File: src/rtl/music_seq_player.sv
// Song sequencer and square-wave tone generator: plays note/duration entries from a writable RAM.
// Optional articulation gap (silence over the last GAP_CYC cycles of every note) enabled by MUSIC_GAP_EN.
module music_seq_player #(
    parameter int CLK_HZ   = 100000000,
    parameter int BEAT_CYC = 25000000,
    parameter int SONG_LEN = 32,
    parameter int DIV_W    = 19,
    parameter int GAP_CYC  = 2000000
) (
    input  logic                        clk,
    input  logic                        rst,
    input  logic                        start,
    input  logic                        stop,
    input  logic                        pause,
    input  logic                        loop,
    input  logic                        wr_en,
    input  logic [$clog2(SONG_LEN)-1:0] wr_addr,
    input  logic [7:0]                  wr_data,
    output logic                        speaker,
    output logic                        playing,
    output logic [$clog2(SONG_LEN)-1:0] note_idx,
    output logic                        done
);
    localparam int AW = $clog2(SONG_LEN);
    localparam int BW = (BEAT_CYC > 1) ? $clog2(BEAT_CYC) : 1;
    localparam logic [4:0] END_CODE = 5'd31;

    // Tone frequency per note code; 0 marks a rest (and the END marker).
    localparam int FREQ_HZ [32] = '{
        0,   131, 147, 165, 175, 196, 220, 247,
        262, 294, 330, 349, 392, 440, 494, 523,
        587, 659, 698, 784, 880, 988, 0,   0,
        0,   0,   0,   0,   0,   0,   0,   0
    };

    typedef enum logic [1:0] {IDLE, PLAY, PAUSE, DONE} state_t;

    state_t            state_reg;
    logic [7:0]        song_mem [SONG_LEN];
    logic [DIV_W-1:0]  half_tab [32];

    logic [AW-1:0]     note_idx_reg;
    logic [2:0]        cur_dur_reg;
    logic [DIV_W-1:0]  cur_half_reg;
    logic              cur_rest_reg;
    logic [BW-1:0]     beat_cnt_reg;
    logic [2:0]        beat_num_reg;
    logic [DIV_W-1:0]  tone_cnt_reg;
    logic              phase_reg;
    logic              speaker_reg;
    logic              playing_reg;
    logic              done_reg;

    logic [AW-1:0]     cand_idx;
    logic [7:0]        cand_entry;
    logic [AW-1:0]     lat_idx;
    logic [7:0]        lat_entry;
    logic              lat_done;
    logic              tone_wrap;
    logic              phase_adv;
    logic              beat_last;
    logic              note_last;
    logic              want_latch;
    logic              load_now;
    logic              finish_now;
    logic              run_now;
    logic              gap_adv;
    logic              gap_cur;

    generate
        for (genvar gi = 0; gi < 32; gi++) begin : g_half
            localparam int F = FREQ_HZ[gi];
            assign half_tab[gi] = (F == 0) ? '0 : DIV_W'(CLK_HZ / (2 * ((F == 0) ? 1 : F)));
        end
    endgenerate

    always_ff @(posedge clk) begin
        if (wr_en) begin
            song_mem[wr_addr] <= wr_data;
        end
    end

    // Resolve which entry gets latched next; an END marker is skipped over in the same cycle.
    always_comb begin
        cand_idx   = (state_reg == PLAY) ? note_idx_reg + AW'(1) : '0;
        cand_entry = song_mem[cand_idx];
        lat_idx    = cand_idx;
        lat_entry  = cand_entry;
        lat_done   = (state_reg == PLAY) && (note_idx_reg == AW'(SONG_LEN - 1)) && !loop;
        if (cand_entry[4:0] == END_CODE) begin
            if (loop && cand_idx != '0) begin
                lat_idx   = '0;
                lat_entry = song_mem[0];
                if (song_mem[0][4:0] == END_CODE) begin
                    lat_done = 1'b1;
                end
            end else begin
                lat_done = 1'b1;
            end
        end
    end

    always_comb begin
        tone_wrap  = !cur_rest_reg && (tone_cnt_reg == cur_half_reg - DIV_W'(1));
        phase_adv  = phase_reg ^ tone_wrap;
        beat_last  = (beat_cnt_reg == BW'(BEAT_CYC - 1));
        note_last  = beat_last && (beat_num_reg == cur_dur_reg);
        want_latch = !stop && (((state_reg == IDLE || state_reg == DONE) && start && !pause)
                               || (state_reg == PLAY && note_last));
        load_now   = want_latch && !lat_done;
        finish_now = want_latch && lat_done;
        run_now    = !stop && (state_reg == PLAY) && !note_last;
    end

`ifdef MUSIC_GAP_EN
    localparam int NC_W = $clog2(8 * BEAT_CYC + GAP_CYC + 2) + 1;

    logic [NC_W-1:0] note_cyc_reg;
    logic [NC_W-1:0] note_len_reg;

    // Gap test on the elapsed count the speaker register will reflect after this edge.
    assign gap_adv = (note_cyc_reg + NC_W'(GAP_CYC + 1)) >= note_len_reg;
    assign gap_cur = (note_cyc_reg + NC_W'(GAP_CYC)) >= note_len_reg;

    always_ff @(posedge clk) begin
        if (rst) begin
            note_cyc_reg <= '0;
            note_len_reg <= '0;
        end else if (load_now) begin
            note_cyc_reg <= '0;
            note_len_reg <= NC_W'((32'(lat_entry[7:5]) + 1) * BEAT_CYC);
        end else if (run_now) begin
            note_cyc_reg <= note_cyc_reg + NC_W'(1);
        end
    end
`else
    assign gap_adv = 1'b0;
    assign gap_cur = 1'b0;
`endif

    always_ff @(posedge clk) begin
        if (rst) begin
            state_reg    <= IDLE;
            note_idx_reg <= '0;
            cur_dur_reg  <= '0;
            cur_half_reg <= '0;
            cur_rest_reg <= 1'b1;
            beat_cnt_reg <= '0;
            beat_num_reg <= '0;
            tone_cnt_reg <= '0;
            phase_reg    <= 1'b0;
            speaker_reg  <= 1'b0;
            playing_reg  <= 1'b0;
            done_reg     <= 1'b0;
        end else begin
            done_reg <= finish_now;

            if (stop) begin
                state_reg   <= IDLE;
                playing_reg <= 1'b0;
                speaker_reg <= 1'b0;
            end else if (finish_now) begin
                state_reg   <= DONE;
                playing_reg <= 1'b0;
                speaker_reg <= 1'b0;
            end else if (load_now) begin
                state_reg   <= pause ? PAUSE : PLAY;
                playing_reg <= 1'b1;
                speaker_reg <= 1'b0;
            end else if (state_reg == PLAY) begin
                state_reg   <= pause ? PAUSE : PLAY;
                speaker_reg <= !pause && phase_adv && !gap_adv;
            end else if (state_reg == PAUSE && !pause) begin
                state_reg   <= PLAY;
                speaker_reg <= phase_reg && !gap_cur;
            end

            if (load_now) begin
                note_idx_reg <= lat_idx;
                cur_dur_reg  <= lat_entry[7:5];
                cur_half_reg <= half_tab[lat_entry[4:0]];
                cur_rest_reg <= (half_tab[lat_entry[4:0]] == '0);
                beat_cnt_reg <= '0;
                beat_num_reg <= '0;
                tone_cnt_reg <= '0;
                phase_reg    <= 1'b0;
            end else if (run_now) begin
                if (beat_last) begin
                    beat_cnt_reg <= '0;
                    beat_num_reg <= beat_num_reg + 3'd1;
                end else begin
                    beat_cnt_reg <= beat_cnt_reg + BW'(1);
                end
                if (!cur_rest_reg) begin
                    tone_cnt_reg <= tone_wrap ? '0 : tone_cnt_reg + DIV_W'(1);
                end
                phase_reg <= phase_adv;
            end
        end
    end

    assign speaker  = speaker_reg;
    assign playing  = playing_reg;
    assign note_idx = note_idx_reg;
    assign done     = done_reg;

endmodule
File: config.mk
export PLATFORM = sky130hd
export DESIGN_NAME = music_seq_player
export DESIGN_NICKNAME = d
export VERILOG_FILES = /design/src/rtl/music_seq_player.sv
export SDC_FILE = /design/constraint.sdc
export NUM_CORES = 1
export LEC_CHECK = 0
export CORE_UTILIZATION = 25
export CTS_BUF_LIST = sky130_fd_sc_hd__clkbuf_8
export DETAILED_ROUTE_END_ITERATION = 8
export GPL_TIMING_DRIVEN = 0
export SETUP_SLACK_MARGIN = 0.1
export SKIP_LAST_GASP = 1
export SLEW_MARGIN = 20
export SYNTH_ARGS = -nofsm -noshare
export SYNTH_HDL_FRONTEND = slang
export SYNTH_SLANG_ARGS = --single-unit
File: constraint.sdc
create_clock -name clk -period 5.4 [get_ports clk]
set_input_delay 1.62 -clock clk [delete_from_list [all_inputs] [get_ports clk]]
set_output_delay 1.62 -clock clk [all_outputs]
set_load 0.01 [all_outputs]
# Word level (Yosys, flattened, before mapping)
# Memories as Yosys holds them, arrays and structs flattened.
# Index checks and enable logic that the tools add are counted.
# totals
regBits	81
mem_bits_rw	256
romBits	608
out_inout_bits	8
mem_count	2
# memory_table
name	depth	width	read_ports	rd_ports_with_merged_regs	wr	line	rtl
(no name shown)	32	19	1	0	0	182	cur_rest_reg <= (half_tab[lat_entry[4:0]] == '0);
song_mem	32	8	2	0	1	39	logic [7:0] song_mem [SONG_LEN];
# op_classes
add_sub_neg	5
n_lt_le_gt_ge	1
n_eq_ne	9
n_mux	21
n_bitwise	3
n_reduce_logical	34
# ops
cell	n
$mux 19	3
$add 25x1->25 const B	1
$eq 25x25->1 const B	1
$mux 25	1
$add 19x1->19 const B	1
$eq 19x19->1	1
$logic_not 19->1	1
$sub 19x1->19 const B	1
$mux 8	2
$eq 5x5->1 const B	3
$logic_and 1x1->1	15
$mux 5	3
$mux 2	5
$mux 1	7
$ge 6x6->1 const B	1
$logic_not 1->1	6
$not 5->6	1
$add 5x1->5 const B	1
$reduce_bool 5->1	1
$eq 2x2->1 const B	2
$reduce_and 2->1	2
$reduce_bool 4->1	1
$reduce_or 2->1	2
$reduce_or 4->1	1
9 further kinds	10

# Longest topological paths before layout
# Gate-level depths: netlist of run 1.
# logic_depth
word_depth	11
ltp_mapped	22
depth_no_buf	19

# Least setup slack after synthesis of run 1
# OpenSTA, ideal clock, no wires.
# synth_timing
path_kind	reg-to-reg
start	register note_idx_reg[0] (netlist: note_idx[0])
end	register cur_rest_reg
setup_ns	0.120
t_arrival_ns	4.616
required_time_ns	5.280
slack_ns	0.664
stages_incl_launch_ff	18
n_path_buf	3
cell_sequence	dfxtp_1 -> ha_1 -> buf_4 -> buf_4 -> inv_1 -> o21ai_0 -> o211a_1 -> a2111oi_4 -> o22ai_2 -> o41ai_4 -> inv_1 -> ha_1 -> buf_1 -> and2_1 -> a2111oi_0 -> nor3_1 -> nor4b_1 -> a211o_1
# synth_via
elab_chain_len	11
# synth_lines
element	line	rtl
start: declaration	42	logic [AW-1:0] note_idx_reg;
start signal: assignment	179	note_idx_reg <= lat_idx;
parallel branches: the longest is 11 deep, another holds $mem_v2 32x19	n/a	
end signal: assignment	182	
end: declaration	45	logic cur_rest_reg;
# Parallel ways; which one is timed is not known. The select of a mux whose other input is x is not followed.
# A chain may end at the register's enable or synchronous reset.

# Final worst setup path of run 1
# Same ends and word-level chain as after synthesis.

==> metrics.md, run 1 <==
| Metric | Value |
|---|---|
| Status | finished clean |
| RePlAce Congestion | 0.9459 |
| Clock Skews | 48.44 ps |
| Syn nets | 1382 |
| Overall Global Routing Usage | between 10 and 15% |
| Seq/Total Area, Yosys | a little under 60% |
| Slew HR | between 20% and 30% |
| Reg2reg start | note_idx[0]$_SDFFE_PP0P_ |
| Drt pass-1 iters | 5 |
| Total Nets Final | roughly 1500 |
| Worst EP arrival | around 6000 ps |
| Placeable Area | ~0.063 sq mm |
| Switching Fraction | between 20 and 25% |
| Routed Antenna Nets | 0 |
| Fmax | roughly 190 MHz |
| H-tree depth | 2 |
| Power Dens Cells | around 280 mW/mm^2 |
| Psw | 0.001286 W |
| Number of enable flip-flop cells after synthesis | around 260 |
| Clock power share | slightly below 40% |
| Dpl cell area | between 0.015 and 0.02 sq mm |
| Internal | slightly below 0.004 W |
| Leakage power | slightly above 6 nW |
| Layout area overhead | 14.72% |
| TritonCTS Buffers | 50 |
| YS warnings | 0 |
| IO Pins | 28 |
| Initial Utilization | between 20 and 30% |
| Clk_lat worst skew | 650 ps |
| Die Area | roughly 0.065 sq mm |
| Port-buffer cells | 26 |
| Crit Path Class | reg -> reg |
| DR WL/cell | about 20 um |
| Critical Path RT | slightly below 6000 ps |
| Hold Vio Cnt, Final | 0 |
| Final min period | about 5400 ps |
| Worst R2R Setup Slack | ~32 ps |
| Initial antenna violation count | 0 |
| Drc violations | 0 |
| Post-synth ARST share | 0% |
| Slowest-stage cell, CP | or4b_1 |
| Post-route cell area | 0.01845 sq mm |
| Sequential power share | a little over half |
| Share of layout cells above drive strength 1 | around 14% |
| Synthesis-stage register bit count | about 340 |
| Syn avg cell area | approximately 12 sq um |
| Via count of the routed design | 11446 |
| Worst Hold Endpoint | cur_half_reg[18]$_SDFFE_PP0P_ |
| Crit Reg-Reg Endpoint | cur_rest_reg$_SDFFE_PP1P_ |
| DP HPWL | between 30000 and 40000 um |
| Die width | ~260 um |
| Unrepaired setup endpoints after global routing | true |
| Cell count after synthesis | about 1300 |
| Worst setup margin | 32.48 ps |
| Rows | around 90 |
| CTS tree | yes |
| Gr ovfl total | 0 |
| Hold Crit Depth | 2 |
| CTS Buffer Depth | 3 |
| Most used DFF post-synth | edfxtp_1 |
| Crit-path max cell delay | around 490 ps |
| Worst slew pin tran | around 1100 ps |
| Max-Cap Viols | 0 |
| Root buffer cell | clkbuf_8 |
| Final core area utilization | just under 30% |
| HP Class | reg -> reg |
| Die H | ~260 um |
| Initial DRC Count | 970 |
| Worst Setup Start Kind | register |
| Routed WL | about 46000 um |
| Fin. max-slew vios | 0 |
| CTS Sinks | 337 |
| Vias in the first global route | around 11000 |
| Comb power frac | approximately 7% |
| Setup WS pre-CTS | -945.3 ps |
| Unique cell type count in the Yosys netlist | 94 |
| Largest net degree at the start of global routing | 33 |
| Hold_sp | cur_half_reg[18]$_SDFFE_PP0P_ |
| Max FFs per register | 256 |
| Vias per cell | about 4.9 |
| Tcrit/Tclk final | ~100% |
| Length in cells of the worst reg-to-reg path | 19 |
| Critical path endpoint category | register |
| Filler Cell Count | 6508 |
| Crit-path cells | ha_2 -> and3_1 -> ha_1 -> and3_1 -> mux2i_4 -> buf_4 -> a2111o_1 -> nand4_2 -> nor3_4 -> nor2_1 -> a31o_2 -> inv_1 -> ha_1 -> and2_1 -> a211oi_1 -> mux2_2 -> or4b_1 -> nor4_2 -> a211o_1 |
| CTS clk-pin slew, worst paths | ~60 ps |
| Synthesized cell area | 0.01608 sq mm |
| Largest fanout on the critical path | 10 |
| VDD IR-drop max | around 0.19 mV |
| Number of setup violations in the final report | 0 |
| First-pass GRT wire length | ~70000 um |
## worst max-delay path by stage
stage / start / end / slack (ps) / depth (start not counted)
after floorplan: note_idx[0]$_SDFFE_PP0P_ / cur_rest_reg$_SDFFE_PP1P_ / 660 / 17
after global placement: note_idx[0]$_SDFFE_PP0P_ / cur_rest_reg$_SDFFE_PP1P_ / -880 / 17
after detailed placement: note_idx[0]$_SDFFE_PP0P_ / cur_rest_reg$_SDFFE_PP1P_ / -950 / 17
after CTS: note_idx[0]$_SDFFE_PP0P_ / cur_rest_reg$_SDFFE_PP1P_ / 110 / 19
after global routing: state_reg[0]$_SDFFE_PP0P_ / cur_rest_reg$_SDFFE_PP1P_ / -70 / 18
final: note_idx[0]$_SDFFE_PP0P_ / cur_rest_reg$_SDFFE_PP1P_ / 30 / 19
## metal layers
metal	GRT usage [%]	vias to the layer above	wire length (um)
met2	21.75	442	20700
li1	-	5240	-
met3	3.347	107	3394
met5	1.462	-	132
met4	5.023	2	1492
met1	18.57	5655	20740
## worst max-delay path, delay by kind of cell (launching register included)
kind / cells / cell delay, ps
buffers and inverters: 2 / 380
multiplexers: 2 / 640
AO/OA/AOI/OAI: 4 / 690
adder cells (fa/ha/maj): 3 / 1000
flip-flops: 1 / 450
AND/OR/NAND/NOR: 8 / 2110
## synthesized netlist by cell type, drive strengths merged, types with 21 or more instances
library cell | number | area share [%]
nand3b | 21 | 0.98
buf | 47 | 1.6
a211oi | 30 | 1.4
xor2 | 42 | 2.3
a21oi | 49 | 1.6
nor3 | 24 | 0.99
dfxtp | 81 | 10
nand3 | 27 | 0.84
nor2b | 24 | 0.93
clkbuf | 24 | 0.56
nand2 | 93 | 2.2
nor2 | 178 | 4.2
o21ai | 50 | 1.6
xnor2 | 32 | 1.7
inv | 22 | 0.51
mux2i | 54 | 3.4
edfxtp | 256 | 48
## repair_timing
action                                  4_1_cts  5_1_grt
gates cloned                                  0        0
pin swaps                                     2        1
gates resized for setup                      15       11
hold buffers                                  0        0
buffers inserted                              5        0
endpoints found under the setup margin       75       41
## final cells by class
type | count | area [sq um] | share of cell area (%)
Tap cell | 846 | 1059 | 5.738
Clock buffer | 54 | 743.2 | 4.029
Sequential cell | 337 | 9311 | 50.47
Multi-Input combinational cell | 916 | 6426 | 34.83
Timing Repair Buffer | 31 | 262.8 | 1.424
Antenna cell | 1 | 2.502 | 0.01356
Buffer | 70 | 359.1 | 1.947
Inverter | 22 | 82.58 | 0.4476
Clock inverter | 38 | 201.4 | 1.092
## placed cells by master (no fill, tap or decap), types with 6 or more instances in the layout
cell type        instances
o22ai_1                  6
edfxtp_1               256
nand2_1                 90
or3_1                    7
clkdlybuf4s50_1         19
and3_1                  19
nor4_1                  10
o211ai_1                 9
a211oi_1                28
a311oi_1                 9
o21ai_1                  6
xnor2_1                 32
ha_1                    13
a32oi_1                  6
o21ai_0                 44
clkbuf_1                23
buf_4                   13
mux2_2                  16
xor2_1                  41
clkbuf_8                54
clkinv_1                 9
nor2_1                 173
nor2b_1                 24
buf_2                   36
a21oi_1                 46
nor3b_1                  7
mux4_2                  17
a221oi_1                 6
nand3b_1                21
nand3_1                 27
inv_1                   44
dfxtp_1                 79
nor3_1                  19
mux2i_1                 53
nand4_1                 13
a31oi_1                 14
nand2b_1                18
and2_1                  13
## power groups by stage
| stage | logic [W] | registers [W] | clock network [W] |
|---|---|---|---|
| after floorplan | 0.000218 | 0.00288 | 0 |
| after global placement | 0.000344 | 0.00289 | 0 |
| after detailed placement | 0.000347 | 0.00289 | 0 |
| after CTS | 0.000352 | 0.00283 | 0.00205 |
| after global routing | 0.000386 | 0.00283 | 0.00216 |
| final | 0.000355 | 0.00283 | 0.00201 |
## per-stage QoR
stage / total power (W) / std cells / hold WS [ps] / TNS [ps]
2_1_floorplan: 0.003100 / 1346 / 456.8 / 0
3_3_place_gp: 0.003233 / 2218 / 474.3 / -8250
3_5_place_dp: 0.003235 / 2218 / 479.8 / -13190
4_1_cts: 0.005234 / 2314 / 489.1 / 0
5_1_grt: 0.005383 / 2314 / 524.9 / -127.3
6_report: 0.005202 / 2315 / 486.5 / 0
## cell families after synthesis
logic type                 share of synthesized area, %
adders and majority gates                         1.245
AOI/OAI and AO/OA                                 11.45
muxes                                             7.096
DFF                                               57.89
xor gates and xnor gates                          4.077
and+or+nand+nor                                   15.54
buffers and inverters                             2.708
No activity file was read; power rests on OpenSTA's default activity.
==> inputs of run 2 (changes only) <==
--- a/config.mk
+++ b/config.mk
@@ -5,9 +5,11 @@
 export SDC_FILE = /design/constraint.sdc
 export NUM_CORES = 1
 export LEC_CHECK = 0
+export ABC_AREA = 1
 export CORE_UTILIZATION = 25
 export CTS_BUF_LIST = sky130_fd_sc_hd__clkbuf_8
 export DETAILED_ROUTE_END_ITERATION = 8
+export GPL_ROUTABILITY_DRIVEN = 0
 export GPL_TIMING_DRIVEN = 0
 export SETUP_SLACK_MARGIN = 0.1
 export SKIP_LAST_GASP = 1
==> run 2 against run 1 <==
Against the previous run: design area down 1.9%; area after synthesis down 1.8%; clock-buffer cell count unchanged; critical path type unchanged; critical path depth up 6; critical endpoint unchanged; first-iteration DRC count up 43%; utilization about the same; hold slack better by 14 ps.
==> metrics.md, run 2 <==
| Metric | Value |
|---|---|
| Switching Fraction | around a quarter |
| Initial Utilization | roughly a quarter |
| Clock power share | between 30% and 40% |
| Share of layout cells above drive strength 1 | 8.953% |
| Power Dens Cells | 291.1 mW/mm^2 |
| Number of enable flip-flop cells after synthesis | between 200 and 300 |
| Critical Path RT | a little under 6000 ps |
| Cell count after synthesis | ~1700 |
| Hold Vio Cnt, Final | 0 |
| Synth top area share | around half |
| Via count of the routed design | 12552 |
| CTS hold repair buffers | 0 |
| Status | finished clean |
| Postcts setup bufs | 0 |
| Routed Antenna Nets | 0 |
| Routed WL | about 46000 um |
| Fmax | between 200 and 250 MHz |
| Setup WS pre-CTS | 827.9 ps |
| Worst setup margin | 777.9 ps |
| CTS Buffer Depth | 3 |
| Port-buffer cells | 27 |
| Max FFs per register | between 200 and 300 |
| Post-synth ARST share | 0% |
| Filler Cell Count | between 6000 and 7000 |
| YS warnings | 0 |
| Rows | just over 90 |
| First-pass GRT wire length | just under 70000 um |
| Gr ovfl total | 0 |
| Die width | 253.3 um |
| CTS tree | yes |
| Worst R2R Setup Slack | roughly 780 ps |
| Post_cts resized | 0 |
| Hold Slack | 500.9 ps |
| TritonCTS Buffers | 51 |
| Drc violations | 0 |
| HP Class | reg -> reg |
| Leakage power | about 6.5 nW |
| Most frequent cells after synthesis | nand2_1, edfxtp_1, nand3_1 |
| Placeable Area | a little over 0.06 sq mm |
| Initial DRC Count | between 1000 and 1500 |
| Vias in the first global route | around 12000 |
| Synthesis-stage register bit count | between 300 and 400 |
| H-tree depth | 2 |
| Final min period | around 4600 ps |
| Slowest-stage cell, CP | nor4_1 |
| Setup TNS Final | 0 ps |
| Crit Path Class | reg -> reg |
| Unique cell type count in the Yosys netlist | 53 |
| Slew HR | 21.87% |
| Comb power frac | 6.9% |
| Critical path endpoint category | register |
| Worst slew pin tran | approximately 1200 ps |
| Sequential power share | between 50% and 60% |
| Total Nets Final | 1769 |
| Initial antenna violation count | 0 |
| Most frequent cells in the layout | nand2_1, edfxtp_1, nand3_1 |
| VDD IR-drop max | between 0.15 and 0.2 mV |
| Syn avg cell area | 9.552 sq um |
| Sequential cell area | about 0.0093 sq mm |
| Seq/Total Area, Yosys | between 50% and 60% |
| IO Pins | 28 |
| Worst Setup Start Kind | register |
| Root buffer cell | clkbuf_8 |
| Tcrit/Tclk final | 85.60% |
| Number of setup violations in the final report | 0 |
| Most common cell after layout, fill and taps aside | nand2_1 |
| CTS Sinks | around 340 |
| Crit-path max cell delay | roughly 680 ps |
| Largest fanout on the critical path | 10 |
| Syn nets | between 1500 and 2000 |
| Layout area overhead | 14.64% |
| Multi-input gate area | around 0.0057 sq mm |
| Synthesized cell area | around 0.016 sq mm |
| DR WL/cell | between 15 and 20 um |
| Internal | 0.003961 W |
| Drt pass-1 iters | 6 |
| ANT cells | 0 |
| Fin. max-slew vios | 0 |
| Die Area | approximately 0.064 sq mm |
| Synth area leader | edfxtp_1 |
| Psw | roughly 0.0013 W |
| Clock Skews | ~28 ps |
| Unrepaired setup endpoints after global routing | false |
| Largest net degree at the start of global routing | 33 |
| Final core area utilization | approximately 30% |
| Most used DFF post-synth | edfxtp_1 |
| Area contributors post-synth | edfxtp_1, dfxtp_1, nand2_1 |
| Vias per cell | about 4.8 |
| Top cell by count, worst path | nand2_1 |
| DP HPWL | about 31000 um |
| Overall Global Routing Usage | approximately 14% |
| Die H | roughly 250 um |
| Clk_lat worst skew | about 620 ps |
| CTS clk-pin slew, worst paths | around 70 ps |
| Worst EP arrival | 5180 ps |
| Most frequent cell after synthesis | nand2_1 |
| Max-Cap Viols | 0 |
==> run 2: cell types whose count changed in the layout (fill, tap and decap cells not counted), sizes merged, moves of 19 or more <==
cell / before / now
nor2: 178 / 214
mux2i: 54 / 1
nand3: 27 / 230
inv: 46 / 138
nor2b: 24 / 0
a211oi: 30 / 6
mux2: 19 / 0
nand3b: 21 / 2
nand2: 93 / 353
==> run 2: cell families after synthesis <==
logic type | Yosys count | share of synthesized area, %
simple gates | 878 | 24.68
flops | 337 | 58.96
compound gates | 190 | 7.267
buf+inv | 179 | 4.881
xor+xnor | 52 | 2.885
fa+ha+maj | 16 | 1.268
mux | 1 | 0.06340
==> run 2: area by class of cell <==
cell class              instances  area share [%]
clock inverters                42           1.403
flip-flops and latches        337           51.43
inverters                     116           2.419
clock buffers                  54           4.106
multi-input cells            1137           31.64
well taps                     837           5.786
plain buffers                  63           1.839
repair buffers                 27           1.382
==> run 2: power groups by stage <==
stage / sequential (W) / combinational, W / clock (W)
detailed placement: 0.00289 / 0.000361 / 0
global placement: 0.00288 / 0.000356 / 0
global route: 0.00283 / 0.000405 / 0.00222
CTS: 0.00283 / 0.000362 / 0.00211
finish: 0.00283 / 0.000366 / 0.00207
floorplan: 0.00288 / 0.000234 / 0
==> run 2: final timing paths <==
path,cells after the start,endpoint,from
worst min-delay path,2,cur_dur_reg[0]$_SDFFE_PP0P_,cur_dur_reg[0]$_SDFFE_PP0P_
worst max-delay path,25,cur_rest_reg$_SDFFE_PP1P_,note_idx[0]$_SDFFE_PP0P_
worst min register to register,2,cur_dur_reg[0]$_SDFFE_PP0P_,cur_dur_reg[0]$_SDFFE_PP0P_
worst max register to register,25,cur_rest_reg$_SDFFE_PP1P_,note_idx[0]$_SDFFE_PP0P_
==> run 2: critical path: cells and delay by family, from the launching register on <==
| family | cells | cell delay [ps] |
|---|---|---|
| and+or+nand+nor | 18 | 2570 |
| adders and majority gates | 3 | 680 |
| DFF | 1 | 550 |
| buffers and inverters | 3 | 550 |
| AOI/OAI and AO/OA | 1 | 220 |
==> run 2: stage by stage <==
stage / total power [W] / cells / instance area (sq um)
after CTS: 0.005298 / 2613 / 18110
after global placement: 0.003241 / 2517 / 17110
after detailed placement: 0.003247 / 2517 / 17120
final: 0.005269 / 2613 / 18100
after floorplan: 0.003114 / 1653 / 15790
after global routing: 0.005454 / 2613 / 18100
==> run 2: routing by layer <==
layer | global-route usage (%) | vias up | wire, um
met5 | 0 | - | 0
met4 | 4.277 | 0 | 1120
met3 | 3.094 | 80 | 4527
met2 | 21.86 | 626 | 20010
met1 | 19.17 | 5942 | 19940
li1 | - | 5904 | -
